===== src/rtl/sync_fifo_fwft_pkg.sv =====
// Shared definitions for the sync_fifo_fwft controller: occupancy counter update encoding.
package sync_fifo_fwft_pkg;

  typedef enum logic [1:0] {
    CNT_HOLD = 2'd0,
    CNT_INC  = 2'd1,
    CNT_DEC  = 2'd2
  } cnt_op_e;

  // Simultaneous increment and decrement cancel out.
  function automatic cnt_op_e cnt_op(input logic inc, input logic dec);
    cnt_op_e op;
    case ({inc, dec})
      2'b10:   op = CNT_INC;
      2'b01:   op = CNT_DEC;
      default: op = CNT_HOLD;
    endcase
    return op;
  endfunction

endpackage


===== src/rtl/sync_dpram.sv =====
// Simple dual-port RAM: synchronous write, registered read address (one-cycle read latency).
// The read-address register only loads on rd_en, so a stalled read keeps its output stable.
module sync_dpram #(
  parameter int DWIDTH = 8,
  parameter int AWIDTH = 6
) (
  input  logic              wr_clk,
  input  logic              wr_en,
  input  logic [AWIDTH-1:0] wr_addr,
  input  logic [DWIDTH-1:0] wr_data,
  input  logic              rd_clk,
  input  logic              rd_en,
  input  logic [AWIDTH-1:0] rd_addr,
  output logic [DWIDTH-1:0] rd_data
);

  logic [DWIDTH-1:0] mem_q [2**AWIDTH];
  logic [AWIDTH-1:0] rd_addr_q;

  // Write port
  always_ff @(posedge wr_clk) begin
    if (wr_en) begin
      mem_q[wr_addr] <= wr_data;
    end
  end

  // Read address register
  always_ff @(posedge rd_clk) begin
    if (rd_en) begin
      rd_addr_q <= rd_addr;
    end
  end

  assign rd_data = mem_q[rd_addr_q];

endmodule


===== src/rtl/sync_fifo_fwft.sv =====
// First-word-fall-through FIFO around sync_dpram with a fetch stage plus output register.
// Optional sticky overflow/underflow flags are enabled by defining SYNC_FIFO_ERRFLAG_EN.
module sync_fifo_fwft
  import sync_fifo_fwft_pkg::*;
#(
  parameter int DWIDTH = 8,
  parameter int AWIDTH = 6
) (
  input  logic              clk,
  input  logic              reset_n,
  input  logic              wr_en,
  input  logic [DWIDTH-1:0] wr_data,
  output logic              full,
  input  logic              rd_en,
  output logic [DWIDTH-1:0] rd_data,
  output logic              empty,
  output logic [AWIDTH:0]   count
`ifdef SYNC_FIFO_ERRFLAG_EN
  ,
  output logic              ovf,
  output logic              udf,
  input  logic              err_clr
`endif
);

  localparam int CW = AWIDTH + 1;
  localparam int DEPTH = 2**AWIDTH;
  localparam logic [AWIDTH-1:0] PTR_ONE = AWIDTH'(1);
  localparam logic [CW-1:0] CNT_ONE = CW'(1);

  logic [AWIDTH-1:0] wptr_q, wptr_d, rptr_q, rptr_d;
  logic [CW-1:0]     mem_cnt_q, mem_cnt_d, count_q, count_d;
  logic              pend_q, pend_d, out_valid_q, out_valid_d;
  logic [DWIDTH-1:0] rd_data_q, rd_data_d, ram_rdata_s;
  logic              full_s, wr_acc_s, pop_s, advance_s, fetch_s;

  assign full_s    = (count_q == CW'(DEPTH));
  assign wr_acc_s  = wr_en && !full_s;
  assign pop_s     = rd_en && out_valid_q;
  assign advance_s = pend_q && (!out_valid_q || pop_s);
  assign fetch_s   = (mem_cnt_q != '0) && (!pend_q || advance_s);

  sync_dpram #(
    .DWIDTH(DWIDTH),
    .AWIDTH(AWIDTH)
  ) u_ram (
    .wr_clk (clk),
    .wr_en  (wr_acc_s),
    .wr_addr(wptr_q),
    .wr_data(wr_data),
    .rd_clk (clk),
    .rd_en  (fetch_s),
    .rd_addr(rptr_q),
    .rd_data(ram_rdata_s)
  );

  // Next-state for pointers, counters and the two prefetch stages
  always_comb begin
    wptr_d      = wr_acc_s ? (wptr_q + PTR_ONE) : wptr_q;
    rptr_d      = fetch_s ? (rptr_q + PTR_ONE) : rptr_q;
    rd_data_d   = advance_s ? ram_rdata_s : rd_data_q;
    mem_cnt_d   = mem_cnt_q;
    count_d     = count_q;
    pend_d      = pend_q;
    out_valid_d = out_valid_q;

    case (cnt_op(wr_acc_s, fetch_s))
      CNT_INC: mem_cnt_d = mem_cnt_q + CNT_ONE;
      CNT_DEC: mem_cnt_d = mem_cnt_q - CNT_ONE;
      default: mem_cnt_d = mem_cnt_q;
    endcase

    case (cnt_op(wr_acc_s, pop_s))
      CNT_INC: count_d = count_q + CNT_ONE;
      CNT_DEC: count_d = count_q - CNT_ONE;
      default: count_d = count_q;
    endcase

    // A fetch refills the stage even when it advances in the same cycle.
    if (fetch_s) begin
      pend_d = 1'b1;
    end else if (advance_s) begin
      pend_d = 1'b0;
    end else begin
      pend_d = pend_q;
    end

    if (advance_s) begin
      out_valid_d = 1'b1;
    end else if (pop_s) begin
      out_valid_d = 1'b0;
    end else begin
      out_valid_d = out_valid_q;
    end
  end

  // State registers
  always_ff @(posedge clk or negedge reset_n) begin
    if (!reset_n) begin
      wptr_q      <= '0;
      rptr_q      <= '0;
      mem_cnt_q   <= '0;
      count_q     <= '0;
      pend_q      <= 1'b0;
      out_valid_q <= 1'b0;
      rd_data_q   <= '0;
    end else begin
      wptr_q      <= wptr_d;
      rptr_q      <= rptr_d;
      mem_cnt_q   <= mem_cnt_d;
      count_q     <= count_d;
      pend_q      <= pend_d;
      out_valid_q <= out_valid_d;
      rd_data_q   <= rd_data_d;
    end
  end

  assign rd_data = rd_data_q;
  assign empty   = !out_valid_q;
  assign full    = full_s;
  assign count   = count_q;

`ifdef SYNC_FIFO_ERRFLAG_EN
  logic ovf_q, ovf_d, udf_q, udf_d;

  // Sticky error flags; a new event wins over err_clr
  always_comb begin
    ovf_d = ovf_q;
    udf_d = udf_q;
    if (wr_en && full_s) begin
      ovf_d = 1'b1;
    end else if (err_clr) begin
      ovf_d = 1'b0;
    end else begin
      ovf_d = ovf_q;
    end
    if (rd_en && !out_valid_q) begin
      udf_d = 1'b1;
    end else if (err_clr) begin
      udf_d = 1'b0;
    end else begin
      udf_d = udf_q;
    end
  end

  // Error flag registers
  always_ff @(posedge clk or negedge reset_n) begin
    if (!reset_n) begin
      ovf_q <= 1'b0;
      udf_q <= 1'b0;
    end else begin
      ovf_q <= ovf_d;
      udf_q <= udf_d;
    end
  end

  assign ovf = ovf_q;
  assign udf = udf_q;
`endif

endmodule

===== config.mk =====
export PLATFORM = sky130hd
export DESIGN_NAME = sync_fifo_fwft
export DESIGN_NICKNAME = d
export VERILOG_FILES = /design/src/rtl/sync_fifo_fwft_pkg.sv /design/src/rtl/sync_dpram.sv /design/src/rtl/sync_fifo_fwft.sv
export SDC_FILE = /design/constraint.sdc
export NUM_CORES = 1
export LEC_CHECK = 0
export BUFFER_PORTS_ARGS = -buffer_cell sky130_fd_sc_hd__buf_2
export CAP_MARGIN = 20
export CORE_UTILIZATION = 49
export DETAILED_ROUTE_END_ITERATION = 7
export GPL_TIMING_DRIVEN = 1
export PLACE_DENSITY_LB_ADDON = 0.12
export SETUP_SLACK_MARGIN = 0.02
export SYNTH_ARGS = -nofsm -noshare
export SYNTH_HDL_FRONTEND = slang
export SYNTH_HIERARCHICAL = 1
export SYNTH_SLANG_ARGS = --single-unit
export TNS_END_PERCENT = 5

===== constraint.sdc =====
create_clock -name clk -period 3.62 [get_ports clk]
set_input_delay 0.543 -clock clk [delete_from_list [all_inputs] [get_ports clk]]
set_output_delay 0.543 -clock clk [all_outputs]
set_load 0.05 [all_outputs]

==> results of run 1 <==
synthesized netlist by cell type (3+ instances only):
library cell / count
a211oi_1: 6
nor2b_1: 16
buf_4: 13
a221oi_1: 6
buf_1: 4
nor3_1: 9
and3_1: 4
nand2b_1: 8
o221ai_1: 8
dfrtp_1: 36
a21oi_1: 9
o2bb2ai_1: 3
ha_1: 14
nor2_1: 86
o21ai_0: 13
edfxtp_1: 518
mux2_2: 23
o21bai_1: 3
mux4_2: 126
xor2_1: 5
xnor2_1: 17
nand4_1: 4
o2111ai_1: 4
nand2_1: 38
buf_6: 4
o22ai_1: 8
nand3_1: 15
buf_2: 11
a21o_1: 3
inv_1: 11
clkbuf_1: 19
mux2i_1: 24
nand3b_1: 3
a22oi_1: 3
kinds of logic after synthesis:
group,Yosys count,synth area share
xor gates and xnor gates,22,0.00872
adders and majority gates,16,0.00974
AOI/OAI and AO/OA,83,0.0275
and+or+nand+nor,193,0.0406
buffers and inverters,64,0.0165
DFF,554,0.745
muxes,174,0.152
per-layer routing:
| metal | routed length [µm] | vias to the layer above |
|---|---|---|
| li1 | - | 4804 |
| met1 | 22200 | 5836 |
| met2 | 23300 | 304 |
| met3 | 2960 | 67 |
| met4 | 946 | 0 |
| met5 | 0 | - |
final cells by class:
cell class | count | area [µm²]
Fill cell | 3350 | 19000
Sequential cell | 554 | 16500
Multi-Input combinational cell | 488 | 5270
Clock buffer | 89 | 1710
Timing Repair Buffer | 135 | 1020
Tap cell | 592 | 741
Clock inverter | 17 | 113
Inverter | 11 | 41.3
registers in the layout (all words and copies together), names as in the netlist:
name             flops
rptr_q               6
mem_cnt_q            7
pend_q               1
u_ram/mem_q        512
wptr_q               6
out_valid_q          1
count                7
rd_data              8
u_ram/rd_addr_q      6
worst max path at each step:
| stage | slack [ns] | endpoint | start |
|---|---|---|---|
| after floorplan | 0.67 | mem_cnt_q[6] | count[2] |
| after global placement | 0.45 | mem_cnt_q[6] | mem_cnt_q[4] |
| after detailed placement | 0.46 | mem_cnt_q[6] | mem_cnt_q[4] |
| after CTS | 0.43 | mem_cnt_q[6] | mem_cnt_q[4] |
| after global routing | 0.24 | mem_cnt_q[6] | mem_cnt_q[4] |
| final | 0.43 | mem_cnt_q[6] | mem_cnt_q[4] |
power breakdown:
group | total, mW | internal (mW) | switching [mW]
Combinational | 4.45 | 1.94 | 2.51
Clock | 5.66 | 3.30 | 2.36
Sequential | 7.92 | 7.44 | 0.478
Total | 18.0 | 12.7 | 5.35
per-stage QoR:
stage,cells,hold slack (ns)
after global routing,1886,0.0959
after detailed placement,1779,0.464
final,1886,0.0563
after CTS,1885,0.0541
after global placement,1779,0.462
after floorplan,1106,0.247
worst register-to-register path, delay by kind of cell (launching register included):
family / cells / cell delay [ns]
adder cells (fa/ha/maj): 2 / 0.70
flip-flops: 1 / 0.40
AND/OR/NAND/NOR: 4 / 1.33
AO/OA/AOI/OAI: 3 / 0.51
XOR/XNOR: 1 / 0.13
==> impl_metrics.py, run 1 <==
metrics = {
    "power": {
        "ir_drop_mv": 0.560,
        "cellLeakagePower_nw": 8.43,
        "power_mw": 18.0,
        "power.density_mw_per_mm2": 711,
    },
    "clock_tree": {
        "htreeDepth": 2,
        "cts_hold_buf": 0,
        "clockRootBuffer": "clkbuf_16",
        "cts_resized": 0,
        "cts.path.max_buffers": 3,
        "clk_pin_slew_worst_paths_ns": 0.06,
        "cts_inserted_buffers": 57,
        "clock_latency_ns": 0.60,
        "postCtsSetupRepairBufs": 0,
        "clock-sinks": 554,
        "cts_tree": "yes",
    },
    "synthesis": {
        "synth_cells": 1106,
        "synth_area_mm2": 0.0221,
        "synth_cell_type_count": 55,
        "ys_seq_area_frac": 0.745,
        "yosys.area.top_type": "edfxtp_1",
        "async_reset_ff_frac": 0.0650,
        "yosys.area.top_type_share": 0.704,
        "avgSynthCellArea_um2": 20.0,
        "synth_fp_nets": 1134,
        "synth_enable_flop_cells": 518,
        "synth_ff_type": "edfxtp_1",
        "synthTopCellsByArea": "edfxtp_1, mux4_2, dfrtp_1",
        "synth-seq-cells": 554,
        "yosys_warnings": 6,
    },
    "routing": {
        "wl_um": 49400,
        "via_per_inst": 5.84,
        "drc_errors": 0,
        "vias": 11000,
        "drt_iter0_drc": 827,
        "ant_nets": 0,
        "drtPass1Iterations": 5,
        "wl_per_cell_um": 26.2,
    },
    "worst_setup_path": {
        "rr_endpoint": "mem_cnt_q[6]",
        "crit_path_frequent_cell": "ha_1",
        "path_cells": "or4_4 -> nor4_4 -> a31oi_4 -> ha_1 -> ha_1 -> and3_1 -> a211oi_1 -> a21oi_1 -> or3_1 -> xnor2_1",
        "start_kind": "register",
        "cp_top_family": "simple AND/OR/NAND/NOR gates",
        "slowest_stage": "or4_4",
        "r2r-start": "mem_cnt_q[4]",
        "cp-end-kind": "register",
        "cp.required_ns": 4.10,
        "path_buf_inv": 0,
        "reg2reg_depth": 10,
        "crit_cells": 10,
        "path_max_fanout": 13,
        "slowest_delay_ns": 0.55,
        "crit_type": "register to register",
        "arrival_ns": 3.67,
        "r2r_slack_ns": 0.43,
    },
    "timing": {
        "rsz0062_at_grt": "false",
        "worst_slew_pin_slew_ns": 1.06,
        "setup_ws_ns": 0.435,
        "drv_slew": 0,
        "fin_skew_ns": 0.0108,
        "setup_tns_ns": 0,
        "min_period_ns": 3.19,
        "max-slew-margin-rel": 0.294,
        "finalHoldViolCount": 0,
        "finalCritPeriodShare": 0.880,
        "setup_viol_count_final": 0,
        "max_freq_mhz": 314,
    },
    "placement": {
        "portBuffers": 28,
        "pre_cts_ws_ns": 0.461,
        "dp_hpwl_um": 31200,
        "routabilityCongestion": 0.837,
        "placed_cell_area_mm2": 0.0235,
    },
    "global_routing": {
        "antenna_found_initial": 0,
        "globalRoute.busiestLayer": "met2",
        "met1_usage": 0.330,
        "grt.total_usage": 0.223,
        "grt_pass1_wl_um": 74900,
        "grt_max_degree": 65,
        "overflow": 0,
        "globalRouteMet2Util": 0.346,
        "grt_pass1_vias": 11500,
        "use_met3": 0.0427,
    },
    "worst_hold_path": {
        "hold_class": "input pin to async pin",
    },
    "run": {
        "drv_cap": 0,
    },
    "final_layout": {
        "diodes": 0,
        "design_area_mm2": 0.0253,
        "final_util": 0.572,
        "area_delta_synth_final_pct": 14.8,
        "drive_gt1_frac": 0.289,
        "fin_nets": 1275,
        "final_common_cell": "edfxtp_1",
        "most-common-layout-cells": "edfxtp_1, mux4_2, buf_4",
    },
    "floorplan": {
        "dieArea_mm2": 0.0459,
        "fp-row-count": 77,
        "start_util": 0.498,
        "fp.dieW_um": 214,
        "core-area_mm2": 0.0443,
        "pin_count": 29,
        "die_h_um": 214,
    },
    "run_status": {
        "status": "completed",
    },
}
(Power assumes the default switching activity.)
==> run 2, diff against run 1 <==
SYNTH_HIERARCHICAL = unset   (was 1)
==> run 2 against run 1 <==
  * Via count is 1.8% higher
  * Global-route usage fell by 0.84 points
  * Worst setup slack better by 0.0099 ns
  * Clock-buffer cell count shrank 20
  * Sequential power down 1%
  * Non-clock buffer count fell by 17
  * Die area increased by 0.33%
  * Worst hold slack better by 0.0083 ns
  * Core utilization fell by 0.29 points
  * Highest routed layer unchanged
==> impl_metrics.py, run 2 <==
metrics = {
    "final_layout": {
        "stdcell_count": 1952,
        "most-common-layout-cells": "edfxtp_1, mux2i_1, buf_4",
        "fill_cells": 3400,
        "seq_area_mm2": 0.0165,
        "area_delta_synth_final_pct": 14.0,
        "drive_gt1_frac": 0.197,
        "multi_input_area_mm2": 0.00531,
        "final_common_cell": "edfxtp_1",
        "largest_reg_flops": 512,
        "fin_nets": 1339,
        "top_register": "u_ram.mem_q",
        "diodes": 0,
    },
    "run_status": {
        "status": "completed",
    },
    "placement": {
        "portBuffers": 28,
        "dp_hpwl_um": 30200,
        "post-place-cells": 1848,
        "pre_cts_ws_ns": 0.284,
        "routabilityCongestion": 0.788,
    },
    "timing": {
        "max_freq_mhz": 315,
        "min_period_ns": 3.18,
        "drv_slew": 0,
        "setup_ws_ns": 0.445,
        "fin_skew_ns": 0.0186,
        "worst_slew_pin_slew_ns": 1.01,
        "setup_tns_ns": 0,
        "finalCritPeriodShare": 0.877,
        "rsz0062_at_grt": "false",
        "setup_viol_count_final": 0,
        "finalHoldViolCount": 0,
        "max-slew-margin-rel": 0.325,
    },
    "floorplan": {
        "fp.dieW_um": 215,
        "core-area_mm2": 0.0444,
        "die_h_um": 215,
        "dieArea_mm2": 0.0461,
        "pin_count": 29,
        "fp-row-count": 77,
        "start_util": 0.499,
    },
    "routing": {
        "via_per_inst": 5.74,
        "drt_iter0_drc": 898,
        "wl_um": 48400,
        "vias": 11200,
        "drtPass1Iterations": 5,
        "drc_errors": 0,
        "ant_nets": 0,
        "wl_per_cell_um": 24.8,
    },
    "clock_tree": {
        "clock_latency_ns": 0.61,
        "cts_inserted_buffers": 56,
        "clockRootBuffer": "clkbuf_16",
        "postCtsSetupRepairBufs": 0,
        "clk_pin_slew_worst_paths_ns": 0.06,
        "htreeDepth": 2,
        "cts_hold_buf": 0,
        "cts_tree": "yes",
        "cts_resized": 0,
        "clock-sinks": 554,
        "cts.path.max_buffers": 3,
    },
    "worst_setup_path": {
        "slowest_stage": "or4_1",
        "cp-end-kind": "register",
        "crit_path_frequent_cell": "nand3_1",
        "slowest_delay_ns": 0.49,
        "rr_endpoint": "mem_cnt_q[6]",
        "path_cells": "nor3b_1 -> nand3_1 -> and2_1 -> inv_1 -> ha_2 -> ha_1 -> nor2b_1 -> o21ai_0 -> a21boi_0 -> or4_1 -> nand3_1 -> xor2_1",
        "r2r_slack_ns": 0.44,
        "r2r-start": "count[3]",
        "arrival_ns": 3.70,
        "start_kind": "register",
        "path_max_fanout": 8,
        "reg2reg_depth": 12,
        "cp.required_ns": 4.15,
        "crit_type": "register to register",
    },
    "power": {
        "power_mw": 17.7,
        "switching_share": 0.298,
        "p_seq_frac": 0.440,
        "p_sw_mw": 5.29,
        "comb_power_share": 0.237,
        "ir_drop_mv": 0.507,
        "clock_power_share": 0.323,
        "cellLeakagePower_nw": 8.68,
        "power.density_mw_per_mm2": 702,
        "p_int_mw": 12.5,
    },
    "synthesis": {
        "synth_ff_type": "edfxtp_1",
        "yosys_warnings": 0,
        "synth_cells": 1211,
        "synth-seq-cells": 554,
        "yosys.area.top_type_share": 0.702,
        "synth_area_mm2": 0.0222,
        "synth_cell_type_count": 47,
        "yosys.area.top_type": "edfxtp_1",
        "ys_seq_area_frac": 0.743,
        "synth_most_common_cell": "edfxtp_1",
        "synth_fp_nets": 1235,
        "synth_enable_flop_cells": 518,
        "synth_common_cells": "edfxtp_1, mux2i_1, nor2_1",
        "synthTopCellsByArea": "edfxtp_1, mux2i_1, mux4_2",
        "avgSynthCellArea_um2": 18.3,
        "async_reset_ff_frac": 0.0650,
    },
    "global_routing": {
        "overflow": 0,
        "grt_max_degree": 90,
        "grt.total_usage": 0.215,
        "grt_pass1_vias": 11400,
        "antenna_found_initial": 0,
        "grt_pass1_wl_um": 73100,
    },
    "worst_hold_path": {
        "hold_class": "input pin to async pin",
    },
    "run": {
        "drv_cap": 0,
    },
}
==> run 2: changes by cell type in the layout (fill, tap and decap cells not counted), moves of 17 or more <==
cell	delta
mux2i_1	+113
nand3_1	+23
mux4_1	+21
a21oi_1	+21
mux4_2	-75
buf_4	-17
a22oi_1	+55
==> run 2: cells by family (layout without fill, tap and decap cells) <==
group | count (synthesis) | count (layout) | share of synthesized area
XOR/XNOR | 25 | 25 | 0.00988
flip-flops | 554 | 554 | 0.743
adder cells (fa/ha/maj) | 12 | 12 | 0.00711
AND/OR/NAND/NOR | 185 | 185 | 0.0387
buffers and inverters | 83 | 232 | 0.0185
AO/OA/AOI/OAI | 133 | 133 | 0.0395
multiplexers | 219 | 219 | 0.144
==> run 2: power groups by stage <==
| stage | combinational [mW] | sequential (mW) | clock (mW) |
|---|---|---|---|
| final | 4.21 | 7.81 | 5.73 |
| after floorplan | 2.76 | 8.02 | 0 |
| after CTS | 4.25 | 7.80 | 5.86 |
| after global placement | 4.20 | 7.91 | 0 |
| after global routing | 4.51 | 7.86 | 6.08 |
| after detailed placement | 4.24 | 7.93 | 0 |
==> run 2: worst max-delay path by stage <==
stage / from / end / cells past startpoint
after CTS: mem_cnt_q[3] / mem_cnt_q[6] / 11
after detailed placement: mem_cnt_q[3] / mem_cnt_q[6] / 11
final: count[3] / mem_cnt_q[6] / 12
after global routing: count[3] / mem_cnt_q[6] / 12
after global placement: mem_cnt_q[3] / mem_cnt_q[6] / 11
after floorplan: count[6] / count[6] / 15
==> run 2: critical path: cells and delay by family, from the launching register on <==
| family | cells | cell delay, ns |
|---|---|---|
| buffers and inverters | 1 | 0.21 |
| and+or+nand+nor | 6 | 1.34 |
| DFF | 1 | 0.46 |
| AOI/OAI and AO/OA | 2 | 0.36 |
| adders and majority gates | 2 | 0.59 |
| xor gates and xnor gates | 1 | 0.15 |
==> run 2: stage by stage <==
stage	hold slack [ns]	utilization	cell area, µm²
floorplan	0.247	-	22200
global placement	0.460	0.527	23400
detailed placement	0.454	0.527	23400
CTS	0.0738	0.568	25200
global route	0.126	0.569	25300
finish	0.0646	0.569	25300
==> run 2: final cells by class <==
class,count,area share
sequential,554,0.651
timing repair buffer,118,0.0353
multi-input combinational,574,0.210
tap,592,0.0293
clock buffer,69,0.0599
inverter,11,0.00163
clock inverter,34,0.0127
==> run 2: metal layers <==
metal	global-route usage	up-vias	part of all wire
met2	0.347	272	0.49
met3	0.0289	69	0.045
met5	0	-	0
met4	0.0657	0	0.021
li1	-	5061	-
met1	0.306	5806	0.45
==> run 3, diff against run 2 <==
BUFFER_PORTS_ARGS = unset   (was -buffer_cell sky130_fd_sc_hd__buf_2)
DONT_BUFFER_PORTS = 1   (was unset)
SLEW_MARGIN = 30   (was unset)
SYNTH_HIERARCHICAL = 1   (was unset)
==> run 3 against run 2 <==
  * Sequential power increased by 3.2%
  * Total power decreased by 0.34%
  * Cell count decreased by 8.2%
  * Register-to-register slack improved by 0.02 ns
  * Non-clock buffer count decreased by 77
  * Largest power group unchanged
  * Worst setup slack improved by 0.016 ns
  * Clock-buffer cell count decreased by 3
  * Critical path depth decreased by 2
  * Maximum frequency increased by 0.50%
  * Critical path type unchanged
==> impl_metrics.py, run 3 (synthesis gave the netlist of run 1 again) <==
metrics = {
    "run_status": {
        "status": "completed",
    },
    "timing": {
        "worst_slew_pin_slew_ns": 1.03,
        "finalCritPeriodShare": 0.873,
        "setup_viol_count_final": 0,
        "rsz0062_at_grt": "false",
        "min_period_ns": 3.16,
        "finalHoldViolCount": 0,
        "fin_skew_ns": 0.0199,
        "setup_ws_ns": 0.460,
        "drv_slew": 0,
        "max-slew-margin-rel": 0.312,
        "max_freq_mhz": 316,
        "setup_tns_ns": 0,
    },
    "clock_tree": {
        "cts.path.max_buffers": 3,
        "cts_tree": "yes",
        "clockRootBuffer": "clkbuf_16",
        "clk_pin_slew_worst_paths_ns": 0.06,
        "htreeDepth": 2,
        "clock-sinks": 554,
        "clock_latency_ns": 0.60,
        "cts_inserted_buffers": 56,
        "cts_resized": 0,
    },
    "global_routing": {
        "grt_pass1_vias": 10900,
        "use_met3": 0.0464,
        "overflow": 0,
        "globalRoute.busiestLayer": "met2",
        "antenna_found_initial": 0,
        "grt.total_usage": 0.214,
        "grt_max_degree": 65,
        "met1_usage": 0.304,
        "grt_pass1_wl_um": 71800,
        "globalRouteMet2Util": 0.328,
    },
    "worst_setup_path": {
        "cp-end-kind": "register",
        "path_max_fanout": 13,
        "rr_endpoint": "mem_cnt_q[6]",
        "r2r-start": "mem_cnt_q[4]",
        "crit_path_frequent_cell": "ha_1",
        "path_cells": "or4_4 -> nor4_4 -> a31oi_4 -> ha_1 -> ha_1 -> and3_1 -> a211oi_1 -> a21oi_1 -> or3_1 -> xnor2_1",
        "cp.required_ns": 4.10,
        "slowest_delay_ns": 0.55,
        "start_kind": "register",
        "reg2reg_depth": 10,
        "slowest_stage": "or4_4",
        "arrival_ns": 3.64,
        "r2r_slack_ns": 0.46,
        "crit_type": "register to register",
    },
    "routing": {
        "wl_um": 47700,
        "drc_errors": 0,
        "wl_per_cell_um": 26.6,
        "drt_iter0_drc": 973,
        "via_per_inst": 5.88,
        "drtPass1Iterations": 5,
        "vias": 10500,
        "ant_nets": 0,
    },
    "floorplan": {
        "fp.dieW_um": 214,
        "fp-row-count": 77,
        "core-area_mm2": 0.0443,
        "dieArea_mm2": 0.0459,
        "start_util": 0.498,
        "die_h_um": 214,
        "pin_count": 29,
    },
    "worst_hold_path": {
        "hold_start": "wr_data[4]",
        "worstHoldPathCells": 0,
        "min_to": "u_ram/mem_q[41][4]",
        "hold_class": "input pin to register",
    },
    "final_layout": {
        "top_register": "u_ram/mem_q",
        "final_common_cell": "edfxtp_1",
        "stdcell_count": 1791,
        "drive_gt1_frac": 0.236,
        "fin_nets": 1180,
        "most-common-layout-cells": "edfxtp_1, mux4_2, nor2_1",
        "design_area_mm2": 0.0247,
        "largest_reg_flops": 512,
        "area_delta_synth_final_pct": 11.8,
        "diodes": 0,
    },
    "placement": {
        "portBuffers": 0,
        "placed_cell_area_mm2": 0.0229,
        "post-place-cells": 1684,
        "routabilityCongestion": 0.844,
        "pre_cts_ws_ns": 0.462,
        "dp_hpwl_um": 29000,
    },
    "power": {
        "cellLeakagePower_nw": 7.95,
        "power.density_mw_per_mm2": 716,
        "ir_drop_mv": 0.458,
    },
    "run": {
        "drv_cap": 0,
    },
}
## run 3: cell types whose count changed in the layout (fill, tap and decap cells not counted), sizes merged, moves of 14 or more
cell / before / now
nand3: 38 / 15
mux2: 10 / 24
a21oi: 30 / 9
buf: 118 / 40
mux2i: 137 / 24
mux4: 72 / 126
a22oi: 58 / 3
## run 3: area by class of cell
type                    instances  area (µm²)
repair buffers                 41         385
fillers                      3429       19600
flip-flops and latches        554       16500
inverters                      11        41.3
well taps                     592         741
clock buffers                  66        1460
multi-input cells             488        5280
clock inverters                39         324
## run 3: power by group
group | leakage (nW) | total, mW | switching [mW] | internal (mW)
Clock | 0.881 | 5.61 | 2.37 | 3.24
Sequential | 5.09 | 8.06 | 0.624 | 7.44
Combinational | 1.97 | 4.02 | 2.20 | 1.81
## run 3: per-stage QoR
stage / utilization / power, mW / hold WS (ns)
after global routing: 0.557 / 18.4 / 0.00804
after global placement: 0.516 / 12.2 / 0.248
final: 0.557 / 17.7 / 0.0396
after CTS: 0.557 / 17.8 / 0.00506
after floorplan: - / 11.0 / 0.247
after detailed placement: 0.516 / 12.2 / 0.248
## run 3: how the worst max path moves through the flow
| stage | startpoint | endpoint | slack (ns) | cells after the start |
|---|---|---|---|---|
| detailed placement | mem_cnt_q[4] | mem_cnt_q[6] | 0.46 | 10 |
| CTS | mem_cnt_q[4] | mem_cnt_q[6] | 0.45 | 10 |
| global route | mem_cnt_q[4] | mem_cnt_q[6] | 0.25 | 10 |
| floorplan | count[2] | mem_cnt_q[6] | 0.67 | 11 |
| global placement | mem_cnt_q[4] | mem_cnt_q[6] | 0.49 | 10 |
| finish | mem_cnt_q[4] | mem_cnt_q[6] | 0.46 | 10 |
## run 3: what timing repair did
action                    in CTS  in global routing
hold endpoints to repair      36                  0
setup buffers                  0                  0
hold buffers                   2                  0
## run 3: metal layers
metal,vias up,routed length (µm)
met1,5564,20900
met5,-,0
li1,4604,-
met3,81,2880
met2,278,22400
met4,0,1490
## run 3: critical path: cells and delay by family, from the launching register on
| kind | cells | cell delay, ns |
|---|---|---|
| AO/OA/AOI/OAI | 3 | 0.46 |
| XOR/XNOR | 1 | 0.13 |
| adder cells (fa/ha/maj) | 2 | 0.72 |
| flip-flops | 1 | 0.40 |
| AND/OR/NAND/NOR | 4 | 1.34 |
